## config.mk

```make
export PLATFORM = sky130hd
export DESIGN_NAME = pool_scheduler
export DESIGN_NICKNAME = d
export VERILOG_FILES = /design/src/rtl/pool_scheduler.sv
export SDC_FILE = /design/constraint.sdc
export NUM_CORES = 1
export LEC_CHECK = 0
export CAP_MARGIN = 20
export CELL_PAD_IN_SITES_DETAIL_PLACEMENT = 0
export CELL_PAD_IN_SITES_GLOBAL_PLACEMENT = 1
export CORE_MARGIN = 3
export CORE_UTILIZATION = 50
export DETAILED_ROUTE_END_ITERATION = 7
export DONT_BUFFER_PORTS = 1
export GPL_ROUTABILITY_DRIVEN = 0
export PLACE_DENSITY = 0.86
export SYNTH_ARGS = -nofsm -noshare
export SYNTH_HDL_FRONTEND = slang
export SYNTH_SLANG_ARGS = --single-unit
```

## constraint.sdc

```tcl
create_clock -name clk_in -period 3.85 [get_ports clk_in]
set_clock_uncertainty 0.2 [all_clocks]
set_input_delay 0.5775 -clock clk_in [delete_from_list [all_inputs] [get_ports clk_in]]
set_output_delay 0.5775 -clock clk_in [all_outputs]
set_load 0.005 [all_outputs]
```

## src/rtl/pool_scheduler.sv

```systemverilog
// pool_scheduler: job/result controller for NUM_POOLS hasher pool channels.
//   Starts and stops the pools. Supports two modes: stop on the first hit, or
//   scan the full range (with an optional cycle timeout). Each pool has a
//   one-deep pending latch. A round-robin arbiter moves one latched hit per
//   cycle into the result FIFO.
// Ports:
//   clk_in, reset_in          clock, synchronous active-high reset
//   start_in, abort_in        job control (abort wins over start)
//   scan_all_in               mode sampled with start_in (1 = full scan)
//   core_run_out[N]           per-pool run enable
//   hit_in/hit_nonce_in/
//   hit_flags_in/exhausted_in per-pool result and progress inputs
//   res_valid/data/pool_out   head of the result FIFO; res_pop_in pops it
//   busy/done/ready/overflow  status towards the IO block

// One-deep holding register for a single pool's {flags, nonce}.
module pool_latch (
    input  logic        clk_in,
    input  logic        reset_in,
    input  logic        flush,
    input  logic        capture_en,
    input  logic        hit,
    input  logic [31:0] nonce,
    input  logic [7:0]  flags,
    input  logic        grant,
    output logic        full,
    output logic [39:0] data,
    output logic        drop
);
    // grant is only raised when full and capture only happens when empty,
    // so the two branches never compete.
    always_ff @(posedge clk_in) begin
        if (reset_in || flush) begin
            full <= 1'b0;
            data <= '0;
        end else if (grant) begin
            full <= 1'b0;
        end else if (capture_en && hit && !full) begin
            full <= 1'b1;
            data <= {flags, nonce};
        end
    end

    // If the latch is still occupied (even when it drains this cycle), the
    // new hit is lost.
    assign drop = capture_en && hit && full;
endmodule

module pool_scheduler #(
    parameter int NUM_POOLS       = 4,
    parameter int NUM_POOLS_LOG2  = 2,
    parameter int FIFO_DEPTH      = 4,
    parameter int FIFO_DEPTH_LOG2 = 2,
    parameter int TIMEOUT_CYCLES  = 0
) (
    input  logic                      clk_in,
    input  logic                      reset_in,
    input  logic                      start_in,
    input  logic                      abort_in,
    input  logic                      scan_all_in,
    output logic [NUM_POOLS-1:0]      core_run_out,
    input  logic [NUM_POOLS-1:0]      hit_in,
    input  logic [32*NUM_POOLS-1:0]   hit_nonce_in,
    input  logic [8*NUM_POOLS-1:0]    hit_flags_in,
    input  logic [NUM_POOLS-1:0]      exhausted_in,
    output logic                      res_valid_out,
    output logic [39:0]               res_data_out,
    output logic [NUM_POOLS_LOG2-1:0] res_pool_out,
    input  logic                      res_pop_in,
    output logic                      busy_out,
    output logic                      done_out,
    output logic                      ready_out,
    output logic                      overflow_out
);
    typedef enum logic [1:0] {S_IDLE, S_RUN, S_STOP, S_DONE} state_t;
    typedef struct packed {
        logic [NUM_POOLS_LOG2-1:0] pool;
        logic [39:0]               data;
    } res_t;

    localparam logic [31:0]                TMO_LIMIT = 32'(TIMEOUT_CYCLES);
    localparam logic [FIFO_DEPTH_LOG2:0]   FIFO_FULL = (FIFO_DEPTH_LOG2+1)'(FIFO_DEPTH);
    localparam logic [NUM_POOLS_LOG2-1:0]  LAST_POOL = NUM_POOLS_LOG2'(NUM_POOLS-1);

    state_t                           state, state_nxt;
    logic                             mode;
    logic [31:0]                      tmo_cnt;
    logic [NUM_POOLS-1:0]             exh_mask, pend_full, drop, grant_vec;
    logic [NUM_POOLS-1:0][39:0]       pend_data;
    logic [NUM_POOLS_LOG2-1:0]        rr_ptr, rr_nxt, grant_idx;
    logic                             grant_any, push, pop, start_ok, run_stop;
    res_t                             fifo_mem [FIFO_DEPTH];
    res_t                             head;
    logic [FIFO_DEPTH_LOG2-1:0]       wr_ptr, rd_ptr;
    logic [FIFO_DEPTH_LOG2:0]         fifo_cnt;

    // ---------------- per-pool pending latches ----------------
    generate
        for (genvar i = 0; i < NUM_POOLS; i++) begin : g_pool
            assign grant_vec[i] = push && (grant_idx == NUM_POOLS_LOG2'(i));
            pool_latch u_latch (
                .clk_in     (clk_in),
                .reset_in   (reset_in),
                .flush      (abort_in),
                .capture_en (state == S_RUN),
                .hit        (hit_in[i]),
                .nonce      (hit_nonce_in[32*i +: 32]),
                .flags      (hit_flags_in[8*i +: 8]),
                .grant      (grant_vec[i]),
                .full       (pend_full[i]),
                .data       (pend_data[i]),
                .drop       (drop[i])
            );
        end
    endgenerate

    // ---------------- round-robin arbiter ----------------
    always_comb begin
        int idx;
        logic [NUM_POOLS_LOG2-1:0] cand;
        grant_any = 1'b0;
        grant_idx = '0;
        idx       = 0;
        cand      = '0;
        for (int k = 0; k < NUM_POOLS; k++) begin
            idx = int'(rr_ptr) + k;
            if (idx >= NUM_POOLS) idx = idx - NUM_POOLS;
            cand = NUM_POOLS_LOG2'(idx);
            if (!grant_any && pend_full[cand]) begin
                grant_any = 1'b1;
                grant_idx = cand;
            end
        end
    end

    assign rr_nxt = (grant_idx == LAST_POOL) ? '0 : grant_idx + 1'b1;
    assign pop    = res_pop_in && (fifo_cnt != '0);
    // A full FIFO still accepts a push when the head leaves in the same cycle.
    assign push   = grant_any && !abort_in && ((fifo_cnt != FIFO_FULL) || pop);

    always_ff @(posedge clk_in) begin
        if (reset_in)  rr_ptr <= '0;
        else if (push) rr_ptr <= rr_nxt;
    end

    // ---------------- result FIFO ----------------
    always_ff @(posedge clk_in) begin
        if (push) fifo_mem[wr_ptr] <= '{pool: grant_idx, data: pend_data[grant_idx]};
    end

    always_ff @(posedge clk_in) begin
        if (reset_in || abort_in) begin
            wr_ptr   <= '0;
            rd_ptr   <= '0;
            fifo_cnt <= '0;
        end else begin
            if (push) wr_ptr <= wr_ptr + 1'b1;
            if (pop)  rd_ptr <= rd_ptr + 1'b1;
            case ({push, pop})
                2'b10:   fifo_cnt <= fifo_cnt + 1'b1;
                2'b01:   fifo_cnt <= fifo_cnt - 1'b1;
                default: fifo_cnt <= fifo_cnt;
            endcase
        end
    end

    assign head          = fifo_mem[rd_ptr];
    assign res_valid_out = (fifo_cnt != '0);
    // Gate the head so the outputs read zero while the storage is unwritten.
    assign res_data_out  = res_valid_out ? head.data : '0;
    assign res_pool_out  = res_valid_out ? head.pool : '0;

    // ---------------- job bookkeeping ----------------
    assign start_ok = start_in && !abort_in && ((state == S_IDLE) || (state == S_DONE));

    always_ff @(posedge clk_in) begin
        if (reset_in) begin
            mode     <= 1'b0;
            tmo_cnt  <= '0;
            exh_mask <= '0;
        end else if (start_ok) begin
            mode     <= scan_all_in;
            tmo_cnt  <= '0;
            exh_mask <= '0;
        end else if (state == S_RUN) begin
            tmo_cnt  <= tmo_cnt + 32'd1;
            exh_mask <= exh_mask | exhausted_in;
        end
    end

    always_ff @(posedge clk_in) begin
        if (reset_in)                    overflow_out <= 1'b0;
        else if (start_ok)               overflow_out <= 1'b0;
        else if (|drop && !abort_in)     overflow_out <= 1'b1;
    end

    // tmo_cnt + 1 is the index of the current RUN cycle (1 on the first one).
    always_comb begin
        logic exh_all, tmo_hit;
        exh_all  = &(exh_mask | exhausted_in);
        tmo_hit  = (TMO_LIMIT != '0) && ((tmo_cnt + 32'd1) == TMO_LIMIT);
        run_stop = mode ? (exh_all || tmo_hit) : (|hit_in);
    end

    // ---------------- FSM ----------------
    always_ff @(posedge clk_in) begin
        if (reset_in) state <= S_IDLE;
        else          state <= state_nxt;
    end

    always_comb begin
        state_nxt = state;
        if (abort_in) begin
            state_nxt = S_IDLE;
        end else begin
            case (state)
                S_IDLE, S_DONE: if (start_in)    state_nxt = S_RUN;
                S_RUN:          if (run_stop)    state_nxt = S_STOP;
                S_STOP:         if (~|pend_full) state_nxt = S_DONE;
                default:                         state_nxt = S_IDLE;
            endcase
        end
    end

    always_comb begin
        busy_out     = 1'b0;
        done_out     = 1'b0;
        core_run_out = '0;
        case (state)
            S_RUN:  begin busy_out = 1'b1; core_run_out = '1; end
            S_STOP: busy_out = 1'b1;
            S_DONE: done_out = 1'b1;
            default: ;
        endcase
    end

    assign ready_out = res_valid_out | done_out;
endmodule

```

# [Word level (Yosys, flattened, before mapping)]
# Memory sizes are Yosys's and may differ from the RTL's. A register that Yosys moved wholly into a read port is not among the register bits.
# Index checks and enable logic that the tools add are counted.
[totals] ff_bits=181 ramBits=168 inputBits=174 wordCells=151 out_inout_bits=51 mem_count=1
[op_classes] reduce_logical=57 n_addsub=12 n_bitwise=6 order_cmp=9 eq_ne=12 muxes=38
[memory_table] name="fifo_mem" words=4 width=42 rd=1 rd_ports_with_merged_regs=1 wr=1 line="92" source="res_t fifo_mem [FIFO_DEPTH];"
[op_table] cell="binary-select mux 40 bit (select 2 bit)" count=1
[op_table] cell="2-to-1 mux 40 bit" count=2
[op_table] cell="2-to-1 mux 2 bit" count=15
[op_table] cell="logical AND 1 bit" count=25
[op_table] cell="OR reduction 2 bit" count=8
[op_table] cell="less-than comparator 2 x 3 -> 1 bit (second input constant)" count=5
[op_table] cell="2-to-1 mux 1 bit" count=13
[op_table] cell="OR reduction 4 bit" count=3
[op_table] cell="== test 2 bit (second input constant)" count=5
[op_table] cell=">= comparator 3 bit (second input constant)" count=3
[op_table] cell="binary-select mux 1 bit (select 2 bit)" count=4
[op_table] cell="zero test 1 bit" count=8
[op_table] cell="AND reduction 2 bit" count=4
[op_table] cell="subtractor 2 x 1 -> 2 bit (second input constant)" count=4
[op_table] cell="adder 2 x 1 -> 2 bit (second input constant)" count=3
[op_table] cell="adder 2 x 2 -> 3 bit (second input constant)" count=2
[op_table] cell="== test 2 x 1 -> 1 bit (second input constant)" count=3
[op_table] cell="!= test 2 bit (second input constant)" count=3
[op_table] cell="case mux 2 bit (3 select lines)" count=1
[op_table] cell="case mux 3 bit (2 select lines)" count=1
[op_table] cell="zero test 2 bit" count=2
[op_table] cell="2-to-1 mux 4 bit" count=1
[op_table] cell="inverter 1 bit" count=4
[op_table] cell="bitwise OR 4 bit" count=1
[op_table] cell="11 further kinds" count=13

# [Longest topological paths before layout]
# Gate-level depths: netlist (run 1).
[logic_depth] depth_word=19 ltp_mapped=11 depth_no_buf=8

# [Hierarchy]
# From an unflattened synthesis (run 1), not the netlist that was laid out.
[unflattened] cells_unflattened=1379 hier_area_um2=16869.9
[by_module_without_submodules] mod="pool_scheduler" seq_area_each_um2=5425.2 cells_per_inst=631 n_inst=1 area_each_um2=8642.0
[by_module_without_submodules] mod="pool_latch" seq_area_each_um2=820.8 cells_per_inst=187 n_inst=4 area_each_um2=2057.0

# [Worst setup path after synthesis (run 1)]
# OpenSTA, ideal clock, no wires.
[synth_timing] kind="input-to-reg" start="in res_pop_in" end="mem fifo_mem[0][0] (netlist name) (enable)" setup_ns=0.404 arrival_time_ns=2.584 required_time_ns=3.246 slack_ns=0.662 cell_stages=6 n_path_buf=3 cell_sequence="clkbuf_2 inv_1 a311oi_2 buf_4 buf_2 and2_1"
[synth_via] elab_chain_cells=5
[synth_rtl] item="start: declaration" line="69" source="input logic res_pop_in,"
[synth_rtl] item="logical AND 1 bit" line="137" source="assign pop = res_pop_in && (fifo_cnt != '0);"
[synth_rtl] item="logical OR 1 bit" line="139" source="assign push = grant_any && !abort_in && ((fifo_cnt != FIFO_FULL) || pop);"
[synth_rtl] item="logical AND 1 bit" line="139"
[synth_rtl] item="2-to-1 mux 1 bit" line="148" source="if (push) fifo_mem[wr_ptr] <= '{pool: grant_idx, data: pend_data[grant_idx]};"
[synth_rtl] item="2-to-1 mux 1 bit (implied by the code)" line="148"
[synth_rtl] item="end: declaration" line="92"
# Every way passes these cells.

# [Worst setup path in the final report (run 1)]
[layout_timing] start="reg g_pool[3].u_latch.full" end="reg g_pool[1].u_latch.data[11]"
[layout_via] elab_chain_cells=17 elab_cells_between_ends=28 classes_between="1 x eq/ne; 16 x mux; 1 x bitwise; 10 x reduce/logical"
[layout_rtl] item="start: declaration" line="26" source="output logic full,"
[layout_rtl] item="start signal: assignment" line="34" source="full <= 1'b0;"
[layout_rtl] item="start signal: assignment" line="37" source="full <= 1'b0;"
[layout_rtl] item="start signal: assignment" line="39" source="full <= 1'b1;"
[layout_rtl] item="binary-select mux 1 bit (select 2 bit)" line="129" source="if (!grant_any && pend_full[cand]) begin"
[layout_rtl] item="2-to-1 mux 1 bit (implied by the code)" line="129"
[layout_rtl] item="2-to-1 mux 1 bit" line="129"
[layout_rtl] item="zero test 1 bit" line="129"
[layout_rtl] item="logical AND 1 bit" line="129"
[layout_rtl] item="2-to-1 mux 1 bit" line="129"
[layout_rtl] item="zero test 1 bit" line="129"
[layout_rtl] item="logical AND 1 bit" line="129"
[layout_rtl] item="2-to-1 mux 1 bit" line="129"
[layout_rtl] item="zero test 1 bit" line="129"
[layout_rtl] item="logical AND 1 bit" line="129"
[layout_rtl] item="2-to-1 mux 1 bit" line="129"
[layout_rtl] item="logical AND 1 bit (2 in series)" line="139"
[layout_rtl] item="logical AND 1 bit (*)" line="100" source="assign grant_vec[i] = push && (grant_idx == NUM_POOLS_LOG2'(i));"
[layout_rtl] item="inverter 1 bit (no line) (*)"
[layout_rtl] item="AND reduction 2 bit (no line) (*)"
[layout_rtl] item="end signal: assignment" line="40" source="data <= {flags, nonce};"
[layout_rtl] item="end: declaration" line="27" source="output logic [39:0] data,"
# Every way passes the cells marked *; elsewhere a longest branch is shown, timed or not. The select of a mux whose other input is x is not followed.
# A chain may end at the register's enable or synchronous reset.

==> metrics.txt, run 1 <==
outcome completed; Antenna Nets Post-Route 0; total negative setup slack 0 ps; CTS Buf Count 37; Final Setup Violations 0; Top Ports 225; root buffer cell clkbuf_16; DR pass1 iterations 5; Worst Hold Class in2reg; relative slew slack 0.272; vias 9936; Worst-Margin Slew 1090 ps; Cell Rows 61; yosys synthesis warning count 0; Sink Count 351; max incr delay on CP 570 ps; Slowest cell on crit path dfxtp_1; Clock Path Buffers 3; crit path buf inv count 2; most numerous cell in the Yosys netlist nand2_1; dpl ws 822 ps; Core ar. 28200 sq um; Pwr Total 8050 uW; Distinct cells, synth 45; port bufs 0; Vert. Die Dim 176 microns; RR Startpoint g_pool[3].u_latch.full; critical path peak fanout 22; Final Hold Fails 0; Slew Limit Fails 0; Detail Placement HPWL 23800 microns; Crit. End Element flip-flop; Total GRT Usage 0.235; drt wl/cell 21.0 microns; TritonCTS clock tree done; Via density 5.65; Reg clk slew, reported paths 60 ps; critical hold path startpoint exhausted_in[3]; fill count 2219; unrepaired setup endpoints after global routing no; syn_area_per_cell 11.5 sq um; synth cell count leaders nand2_1 (326), dfxtp_1 (183), a21oi_1 (173); FF+latch area 8710 sq um; Final Net Count 1536; Critical Path AT 3340 ps; initial DRC count 928; Setup crit start kind flip-flop; Synth Flop Type dfxtp_1; Worst path top cell family by delay compound AO/OA/AOI/OAI gates; fin worst setup slack 741 ps; Setup Fix Bufs, Post-CTS 0; Die ar. 31000 sq um; initial antenna violation count 4; chip width 176 microns; Max-Cap Viols 0; Area Overhead vs Synth 19.7%; global-route wire length before repair 56500 microns; Cell Area, Synth 14500 sq um; Crit path required time 4080 ps; leading cell types by total area after synthesis edfxtp_1 (35%), dfxtp_1 (25%), mux2i_1 (8.6%), nand2_1 (8.5%), mux4_2 (6.5%); Setup Crit Path Kind reg2reg; PostCTS Resize Cnt 0; Cells after Synth 1261; Synth area leader edfxtp_1; WL final 36900 microns; total grt overflow 0; largest net degree at the start of global routing 90; DR DRC count 0; CP startpoint g_pool[3].u_latch.full; worst skew pair latency 520 ps; power density over the cells 465 nW/um^2; post-route minimum period 3110 ps; Final period util 0.807; cell mode on critical path buf_4; #FFs+latches synth 351; Post-synth EDFFs 168; CP Cell Sequence mux2i_1 > a221oi_4 > buf_4 > ha_1 > a211o_2 > buf_4 > nand2_1 > a21oi_1; Async SR Flop Fraction 0; sequential area share after synthesis 0.602; layout cell share with drive strength beyond 1 0.104; share of the synthesized area in the top cell type 0.349; Syn Nets 1448; highest clock rate 0.322 GHz; multi-input logic area 5370 sq um; maximum vdd drop 0.000305 V; vias in the first global route 9752; H-Tree Depth 2; P_leak 0.00559 uW; Starting Density 0.513
[through the flow]
step                      utilization  hold slack (ps)  area [sq um]  std cells
final                           0.614             19.3         17300       1758
after global routing            0.614             7.57         17300       1758
after CTS                       0.613             1.47         17300       1753
after detailed placement        0.526              246         14800       1571
after global placement          0.526              240         14800       1571
after floorplan                     -              232         14500       1261
[area by class of cell]
cell class,instances,area share
sequential,351,0.504
multi-input combinational,809,0.310
timing repair buffer,138,0.0807
clock buffer,47,0.0610
tap,378,0.0273
clock inverter,20,0.0142
inverter,12,0.00260
antenna,3,0.000434
[power by group]
part / leakage (uW) / internal (uW) / switching, uW
registers: 0.00319 / 3910 / 17.8
logic: 0.00176 / 161 / 216
clock network: 0.000644 / 2290 / 1450
[cell families (layout without fill, tap and decap cells)]
| family | after synthesis | in the layout | synth area share |
|---|---|---|---|
| AO/OA/AOI/OAI | 207 | 207 | 0.0784 |
| buffers and inverters | 101 | 217 | 0.0318 |
| flip-flops | 351 | 351 | 0.602 |
| other | 0 | 3 | 0 |
| XOR/XNOR | 5 | 5 | 0.00303 |
| multiplexers | 166 | 166 | 0.151 |
| AND/OR/NAND/NOR | 418 | 418 | 0.121 |
| adder cells (fa/ha/maj) | 13 | 13 | 0.0118 |
[state kept, by name, indices dropped and copies added, names as in the netlist, named ones only]
register / cells
exh_mask: 4
g_pool.u_latch.data: 160
fifo_cnt: 3
rr_ptr: 2
g_pool.u_latch.full: 4
overflow_out: 1
fifo_mem: 168
state: 2
mode: 1
wr_ptr: 2
rd_ptr: 2
[routing by layer]
layer | vias up | wire, microns | GRT usage | share of wire
met5 | - | 13 | 0 | 0.00035
li1 | 4603 | - | - | -
met3 | 58 | 2840 | 0.0482 | 0.077
met2 | 403 | 17000 | 0.363 | 0.46
met1 | 4870 | 16300 | 0.342 | 0.44
met4 | 2 | 751 | 0.0640 | 0.020
[timing repair]
action                                 4_1_cts  5_1_grt
endpoints found under the hold margin      116        1
setup endpoints to repair                    0        0
hold buffers                               115        1
[final timing paths]
kind,to,cells past startpoint,slack [ps]
worst min register to register,g_pool[1].u_latch.data[26],2,250
worst min-delay path,exh_mask[3],2,20
worst max register to register,g_pool[1].u_latch.data[11],8,740
worst max-delay path,g_pool[1].u_latch.data[11],8,740
[layout by cell type, fill, tap and decap left out, types with 6 or more instances in the layout]
master	instances
nand2_1	326
dfxtp_1	181
a21oi_1	173
edfxtp_1	168
mux2i_1	124
dlygate4sd3_1	116
mux4_2	42
and2_1	42
clkbuf_16	39
nor2_1	22
buf_4	17
inv_1	12
ha_1	12
nand2b_1	6
o21ai_0	6
clkinv_2	6
(Power assumes the default switching activity.)
==> run 2: changes to the inputs <==
--- a/config.mk
+++ b/config.mk
@@ -9,11 +9,11 @@
 export CELL_PAD_IN_SITES_DETAIL_PLACEMENT = 0
 export CELL_PAD_IN_SITES_GLOBAL_PLACEMENT = 1
 export CORE_MARGIN = 3
-export CORE_UTILIZATION = 50
+export CORE_UTILIZATION = 45
 export DETAILED_ROUTE_END_ITERATION = 7
 export DONT_BUFFER_PORTS = 1
 export GPL_ROUTABILITY_DRIVEN = 0
-export PLACE_DENSITY = 0.86
+export PLACE_DENSITY = 0.82
 export SYNTH_ARGS = -nofsm -noshare
 export SYNTH_HDL_FRONTEND = slang
 export SYNTH_SLANG_ARGS = --single-unit
==> constraint.sdc (replaced) <==
create_clock -name clk_in -period 2.6 [get_ports clk_in]
set_clock_uncertainty 0.2 [all_clocks]
set_input_delay 0.39 -clock clk_in [delete_from_list [all_inputs] [get_ports clk_in]]
set_output_delay 0.39 -clock clk_in [all_outputs]
set_load 0.005 [all_outputs]
==> run 2 against run 1 <==
The flow now finishes with violations (negative hold slack). Clock-buffer cell count increased by 4. Non-clock buffer count increased by 131. Register-to-register slack got worse by 650 ps. Critical path depth decreased by 5. Die area increased by 11%. Total power increased by 47%. Worst setup slack got worse by 650 ps. Clock power increased by 41%. Flip-flop and latch count unchanged. Design area increased by 7.7%. Cell count increased by 9.0%. Combinational power increased by 91%. Critical endpoint is now res_pool_out[1]. Largest cell class unchanged.
==> metrics.txt, run 2 (synthesis gave the netlist of run 1 again) <==
largest net degree at the start of global routing 126 (was 90); unrepaired setup endpoints after global routing yes (was no); port bufs 0 (unchanged); Antenna Nets Post-Route 0 (unchanged); Die ar. 34300 sq um (was 31000 sq um); TritonCTS clock tree done (unchanged); P_leak 0.00624 uW (was 0.00559 uW); non-filler cells, final 1916 (was 1758); FF+latch area 8710 sq um (about the same); maximum vdd drop 0.000478 V (was 0.000305 V); Crit path required time 2010 ps (was 4080 ps); DR pass1 iterations 5 (unchanged); root buffer cell clkbuf_16 (unchanged); crit path buf inv count 1 (was 2); Final Setup Violations 0 (unchanged); GRT busiest layer met2 (unchanged); Cell Rows 65 (was 61); total grt overflow 0 (unchanged); crit path to res_pool_out[1] (was g_pool[1].u_latch.data[11]); Final Net Count 1667 (was 1536); Crit path depth 3 (was 8); reg2reg setup slack 90 ps (was 740 ps); vias 10400 (was 9936); Starting Density 0.457 (was 0.513); drt wl/cell 20.4 microns (was 21.0 microns); placed cell count 1659 (was 1571); chip width 185 microns (was 176 microns); Slew Limit Fails 0 (unchanged); failing checks negative hold slack; Area Overhead vs Synth 28.9% (was 19.7%); routing usage on met1 0.297 (was 0.342); Critical Path AT 1920 ps (was 3340 ps); Worst path top cell family by delay multiplexers (was compound AO/OA/AOI/OAI gates); Total GRT Usage 0.222 (was 0.235); most common cell after layout, fill and taps aside nand2_1 (unchanged); Worst-Margin Slew 590 ps (was 1090 ps); Core ar. 31600 sq um (was 28200 sq um); Largest regs fifo_mem x168, g_pool.u_latch.data x160 (unchanged); Reg clk slew, reported paths 60 ps (about the same); Worst Hold Class in2reg (unchanged); met3 Use GR 0.0442 (was 0.0482); Vert. Die Dim 185 microns (was 176 microns); r2r endpoint fifo_mem[3][24] (was g_pool[1].u_latch.data[11]); relative slew slack 0.607 (was 0.272); initial antenna violation count 4 (unchanged); Final period util 0.967; Detail Placement HPWL 25000 microns (was 23800 microns); Clock Path Buffers 3 (unchanged); Setup Crit Path Kind reg2out (was reg2reg); Slowest cell on crit path mux4_2 (was dfxtp_1); WL final 39000 microns (was 36900 microns); M2 GR Usage 0.367 (was 0.363); Top Ports 225 (unchanged); Sink Count 351 (unchanged); critical path peak fanout 7 (was 22); power density over the cells 635 nW/um^2 (was 465 nW/um^2); H-Tree Depth 2 (unchanged); initial DRC count 742 (was 928); fill count 2445 (was 2219); Final Hold Fails 1 (was 0); Max-Cap Viols 0 (unchanged); most frequent cells in the layout nand2_1 (326), dfxtp_1 (180), dlygate4sd3_1 (174) (was nand2_1 (326), dfxtp_1 (181), a21oi_1 (173)); R2R depth 8 (unchanged); Hold WS -5.69 ps (was 19.3 ps); highest clock rate 0.398 GHz; Crit. End Element primary output (was flip-flop); CP Cell Sequence buf_4 > mux4_2 > and2_1 (was mux2i_1 > a221oi_4 > buf_4 > ha_1 > a211o_2 > buf_4 > nand2_1 > a21oi_1); worst skew pair latency 520 ps (about the same); critical hold path startpoint abort_in (was exhausted_in[3]); vias in the first global route 10600 (was 9752); layout cell share with drive strength beyond 1 0.145 (was 0.104); DR DRC count 0 (unchanged); RR Startpoint rr_ptr[0] (was g_pool[3].u_latch.full); Via density 5.41 (was 5.65); outcome finished with violations (was completed); Biggest register fifo_mem (unchanged); multi-input logic area 5390 sq um (was 5370 sq um); max incr delay on CP 530 ps (was 570 ps); global-route wire length before repair 59000 microns (was 56500 microns); CTS Buf Count 37 (unchanged); number of flip-flops in the largest register 168 (unchanged); Setup crit start kind flip-flop (unchanged); post-route minimum period 2510 ps
run 2: changes by cell type in the layout (fill, tap and decap cells not counted), moves of 2 or more:
cell | before | now
mux2i_1 | 124 | 122
clkbuf_1 | 3 | 10
buf_12 | 4 | 20
buf_6 | 0 | 7
clkinv_1 | 4 | 2
dlygate4sd3_1 | 116 | 174
buf_4 | 17 | 66
ha_1 | 12 | 10
diode_2 | 3 | 5
mux2i_2 | 0 | 2
clkbuf_16 | 39 | 37
run 2: report_power, final:
part / leakage [uW] / internal (uW) / switching (uW) / total [uW]
clock: 0.000603 / 3170 / 2120 / 5290
sequential: 0.00319 / 5800 / 24.3 / 5820
combinational: 0.00246 / 354 / 365 / 719
total: 0.00624 / 9320 / 2510 / 11800
run 2: worst min-delay path by stage:
stage	slack (ps)	to	depth (start not counted)
floorplan	230	exh_mask[3]	2
global placement	240	g_pool[2].u_latch.data[7]	2
detailed placement	250	g_pool[0].u_latch.data[25]	2
CTS	9	g_pool[0].u_latch.full	2
global route	9	g_pool[0].u_latch.full	2
finish	-6	g_pool[0].u_latch.full	2
run 2: repair_timing:
action / 4_1_cts / 5_1_grt
hold endpoints to repair: 178 / 0
setup endpoints to repair: 92 / 258
gates resized for setup: 6 / 14
pin swaps: 2 / 2
setup buffers: 6 / 2
gates cloned: 0 / 2
hold buffers: 174 / 0
run 2: routing by layer:
metal / up-vias / part of all wire
met5: - / 0.00033
met1: 5024 / 0.42
met4: 2 / 0.027
met2: 391 / 0.49
met3: 88 / 0.063
li1: 4866 / -
run 2: layout make-up:
type	instances	share of cell area
sequential	351	0.468
clock buffer	51	0.0547
clock inverter	17	0.0110
tap	402	0.0270
inverter	12	0.00242
antenna	5	0.000672
multi-input combinational	809	0.290
timing repair buffer	269	0.147
run 2: worst reg2reg max path: cells and delay by family (launching register included):
| family | cells | cell delay (ps) |
|---|---|---|
| buffers and inverters | 3 | 760 |
| DFF | 1 | 400 |
| AOI/OAI and AO/OA | 1 | 100 |
| and+or+nand+nor | 2 | 390 |
| muxes | 2 | 410 |
run 2: stage by stage:
step / util / instance area (sq um) / TNS, ps / total power, uW / worst slack, ps
final: 0.589 / 18600 / 0 / 11800 / 86.7
after floorplan: - / 14500 / -1330 / 6230 / -33.2
after detailed placement: 0.489 / 15500 / -2890 / 6400 / -122
after CTS: 0.586 / 18500 / 0 / 11900 / 26.2
after global placement: 0.489 / 15500 / -2160 / 6390 / -110
after global routing: 0.589 / 18600 / -1.34 / 12200 / -1.34
==> run 3: changes to the inputs <==
--- a/config.mk
+++ b/config.mk
@@ -8,12 +8,12 @@
 export CAP_MARGIN = 20
 export CELL_PAD_IN_SITES_DETAIL_PLACEMENT = 0
 export CELL_PAD_IN_SITES_GLOBAL_PLACEMENT = 1
-export CORE_MARGIN = 3
-export CORE_UTILIZATION = 45
+export CORE_UTILIZATION = 47
 export DETAILED_ROUTE_END_ITERATION = 7
 export DONT_BUFFER_PORTS = 1
 export GPL_ROUTABILITY_DRIVEN = 0
-export PLACE_DENSITY = 0.82
+export PLACE_DENSITY = 0.84
 export SYNTH_ARGS = -nofsm -noshare
 export SYNTH_HDL_FRONTEND = slang
+export SYNTH_HIERARCHICAL = 1
 export SYNTH_SLANG_ARGS = --single-unit
==> run 3 against run 2 <==
The run ends with negative hold slack, negative setup slack left. Register-to-register slack worse by 100 ps. Synthesized cell count increased by 9.4%. Sequential power is essentially flat. Via count grew 7.3%.
==> metrics.txt, run 3 <==
outcome finished with violations (unchanged); failing checks negative hold slack, negative setup slack (was negative hold slack); port bufs 0 (unchanged); Final Setup Violations 31 (was 0); initial antenna violation count 9 (was 4); utilization after layout 0.553 (was 0.589); Via density 5.82 (was 5.41); critical path peak fanout 12 (was 7); H-Tree Depth 2 (unchanged); TritonCTS clock tree done (unchanged); drt wl/cell 22.8 microns (was 20.4 microns); synth cell count leaders nor3b_1 (320), dfxtp_1 (183), edfxtp_1 (168) (was nand2_1 (326), dfxtp_1 (183), a21oi_1 (173)); Synth Flop Type dfxtp_1 (unchanged); top layer in use met5 (unchanged); Biggest register fifo_mem (unchanged); CP Cell Sequence a21o_1 > a21boi_2 > o22ai_4 > inv_2 > ha_1 > and2_1 > and4bb_4 > clkbuf_16 > mux2_2 (was buf_4 > mux4_2 > and2_1); most numerous cell in the Yosys netlist nor3b_1 (was nand2_1); Slew Limit Fails 0 (unchanged); sequential area share after synthesis 0.516 (was 0.602); #FFs+latches synth 351 (unchanged); dpl ws -28.1 ps (was -122 ps); Worst Hold Class in2reg (unchanged); Detail Placement HPWL 26200 microns (was 25000 microns); Die ar. 36700 sq um (was 34300 sq um); Total GRT Usage 0.222 (about the same); Final Hold Fails 7 (was 1); CP startpoint g_pool[0].u_latch/full; most frequent cells in the layout nor3b_1 (320), dfxtp_1 (177), edfxtp_1 (168) (was nand2_1 (326), dfxtp_1 (180), dlygate4sd3_1 (174)); Final period util 1.01 (was 0.967); highest clock rate 0.382 GHz (was 0.398 GHz); Setup Crit Path Kind reg2reg (was reg2out); met1 wire length 19900 microns (was 16400 microns); Syn Nets 1566 (was 1448); Synth area leader edfxtp_1 (unchanged); Cell Area, Synth 16900 sq um (was 14500 sq um); Final Net Count 1601 (was 1667); Antenna Nets Post-Route 0 (unchanged); reg2reg setup slack -20 ps (was 90 ps); Post-synth EDFFs 168 (unchanged); Largest regs fifo_mem x168, g_pool.u_latch/data x160 (was fifo_mem x168, g_pool.u_latch.data x160); max incr delay on CP 420 ps (was 530 ps); yosys synthesis warning count 6 (was 0); maximum vdd drop 0.000410 V (was 0.000478 V); Crit path required time 2810 ps (was 2010 ps); Max-Cap Viols 0 (unchanged); unrepaired setup endpoints after global routing yes (unchanged); Cell Rows 69 (was 65); Reg clk slew, reported paths 60 ps (about the same); Cells after Synth 1379 (was 1261); global-route wire length before repair 61700 microns (was 59000 microns); Vert. Die Dim 191 microns (was 185 microns); syn_area_per_cell 12.2 sq um (was 11.5 sq um); vias in the first global route 10400 (was 10600); metal2 WL 20000 microns (was 19100 microns); largest net degree at the start of global routing 300 (was 126); RR Startpoint g_pool[0].u_latch/full (was rr_ptr[0]); power density over the cells 602 nW/um^2 (was 635 nW/um^2); Setup crit start kind flip-flop (unchanged); Crit. End Element flip-flop (was primary output); chip width 191 microns (was 185 microns); crit path to g_pool[3].u_latch/data[5] (was res_pool_out[1]); Distinct cells, synth 53 (was 45); Clock Path Buffers 3 (unchanged); root buffer cell clkbuf_16 (unchanged); R2R depth 9 (was 8); critical hold path startpoint abort_in (unchanged); layout cell share with drive strength beyond 1 0.258 (was 0.145); P_leak 0.00671 uW (was 0.00624 uW); WL met3 2830 microns (was 2440 microns); Worst-Margin Slew 848 ps (was 590 ps); WL final 43500 microns (was 39000 microns); Slowest cell on crit path and4bb_4 (was mux4_2); post-route minimum period 2620 ps (was 2510 ps); Critical Path AT 2830 ps (was 1920 ps); relative slew slack 0.433 (was 0.607); Top Ports 225 (unchanged); share of the synthesized area in the top cell type 0.299 (was 0.349); Sink Count 351 (unchanged); most common cell after layout, fill and taps aside nor3b_1 (was nand2_1); initial DRC count 945 (was 742); DR pass1 iterations 5 (unchanged); vias 11100 (was 10400); total grt overflow 0 (unchanged); worst skew pair latency 540 ps (was 520 ps); number of flip-flops in the largest register 168 (unchanged); Core ar. 35500 sq um (was 31600 sq um); Starting Density 0.475 (was 0.457); CTS Buf Count 37 (unchanged); Async SR Flop Fraction 0 (unchanged); DR DRC count 0 (unchanged); leading cell types by total area after synthesis edfxtp_1 (30%), dfxtp_1 (22%), nor3b_1 (14%), mux2_2 (9.9%), mux4_2 (5.6%) (was edfxtp_1 (35%), dfxtp_1 (25%), mux2i_1 (8.6%), nand2_1 (8.5%), mux4_2 (6.5%)); r2r endpoint g_pool[3].u_latch/data[5] (was fifo_mem[3][24]); fin worst setup slack -18.1 ps (was 86.7 ps); Hold WS -12.1 ps (was -5.69 ps); Area Overhead vs Synth 16.4% (was 28.9%)
## run 3: cell types whose count changed in the layout (fill, tap and decap cells not counted), moves of 7 or more
cell | previous run | this run
mux2_4 | 0 | 62
mux2_2 | 0 | 98
a21oi_1 | 173 | 51
nor3b_1 | 1 | 320
nand2_1 | 326 | 121
dlygate4sd3_1 | 174 | 36
mux2i_1 | 122 | 2
clkbuf_16 | 37 | 46
a32oi_1 | 0 | 40
buf_4 | 66 | 59
## run 3: metrics by stage
step           power (uW)  std cells  hold WS, ps  setup TNS (ps)  area (sq um)
6_report            11800       1913        -12.1            -125         19600
5_1_grt             12200       1906        -15.7           -8510         19600
3_5_place_dp         6500       1777          261            -126         17400
2_1_floorplan        6480       1379          232               0         16900
4_1_cts             11800       1883        0.534               0         19000
3_3_place_gp         6490       1777          245               0         17400
## run 3: worst max-delay path, delay by kind of cell, from the launching register on
kind	cells	cell delay [ps]
AND/OR/NAND/NOR	2	570
flip-flops	1	380
multiplexers	1	330
adder cells (fa/ha/maj)	1	200
AO/OA/AOI/OAI	3	500
buffers and inverters	2	300
## run 3: worst min path at each step
stage / end / slack [ps] / depth (start not counted)
floorplan: exh_mask[0] / 230 / 2
global placement: exh_mask[0] / 240 / 2
detailed placement: exh_mask[3] / 260 / 2
CTS: g_pool[0].u_latch/data[36] / 0.5 / 2
global route: g_pool[0].u_latch/data[39] / -20 / 2
finish: g_pool[0].u_latch/data[39] / -10 / 2
## run 3: final cells by class
class / count / area (sq um)
diodes: 9 / 22.5
clock buffers: 52 / 1020
clock inverters: 16 / 208
fillers: 2929 / 15900
inverters: 10 / 40.0
multi-input cells: 886 / 7570
flip-flops and latches: 351 / 8730
well taps: 461 / 577
repair buffers: 128 / 1460
## run 3: what timing repair did
item	4_1_cts	5_1_grt
endpoints found under the setup margin	53	172
pin swaps	0	5
endpoints found under the hold margin	71	1
hold buffers	35	2
setup buffers	3	8
resized for setup	2	62
cloned	0	10
## run 3: report_power, final
group,switching (uW),total (uW),internal (uW)
Sequential,22.9,5850,5830
Combinational,351,685,333
Clock,2200,5290,3090
Total,2570,11800,9250
## run 3: kinds of logic (layout without fill, tap and decap cells)
group | after synthesis | after routing | share of synthesized area
muxes | 204 | 204 | 0.167
DFF | 351 | 351 | 0.516
xor gates and xnor gates | 5 | 5 | 0.00260
other | 0 | 9 | 0
adders and majority gates | 13 | 13 | 0.0101
and+or+nand+nor | 553 | 553 | 0.210
AOI/OAI and AO/OA | 111 | 111 | 0.0449
buffers and inverters | 142 | 206 | 0.0490
## run 3: per-layer routing
metal	global-route usage	vias to the layer above
met2	0.344	378
met1	0.319	5525
li1	-	5166
met4	0.0583	6
met3	0.0400	51
met5	0	-
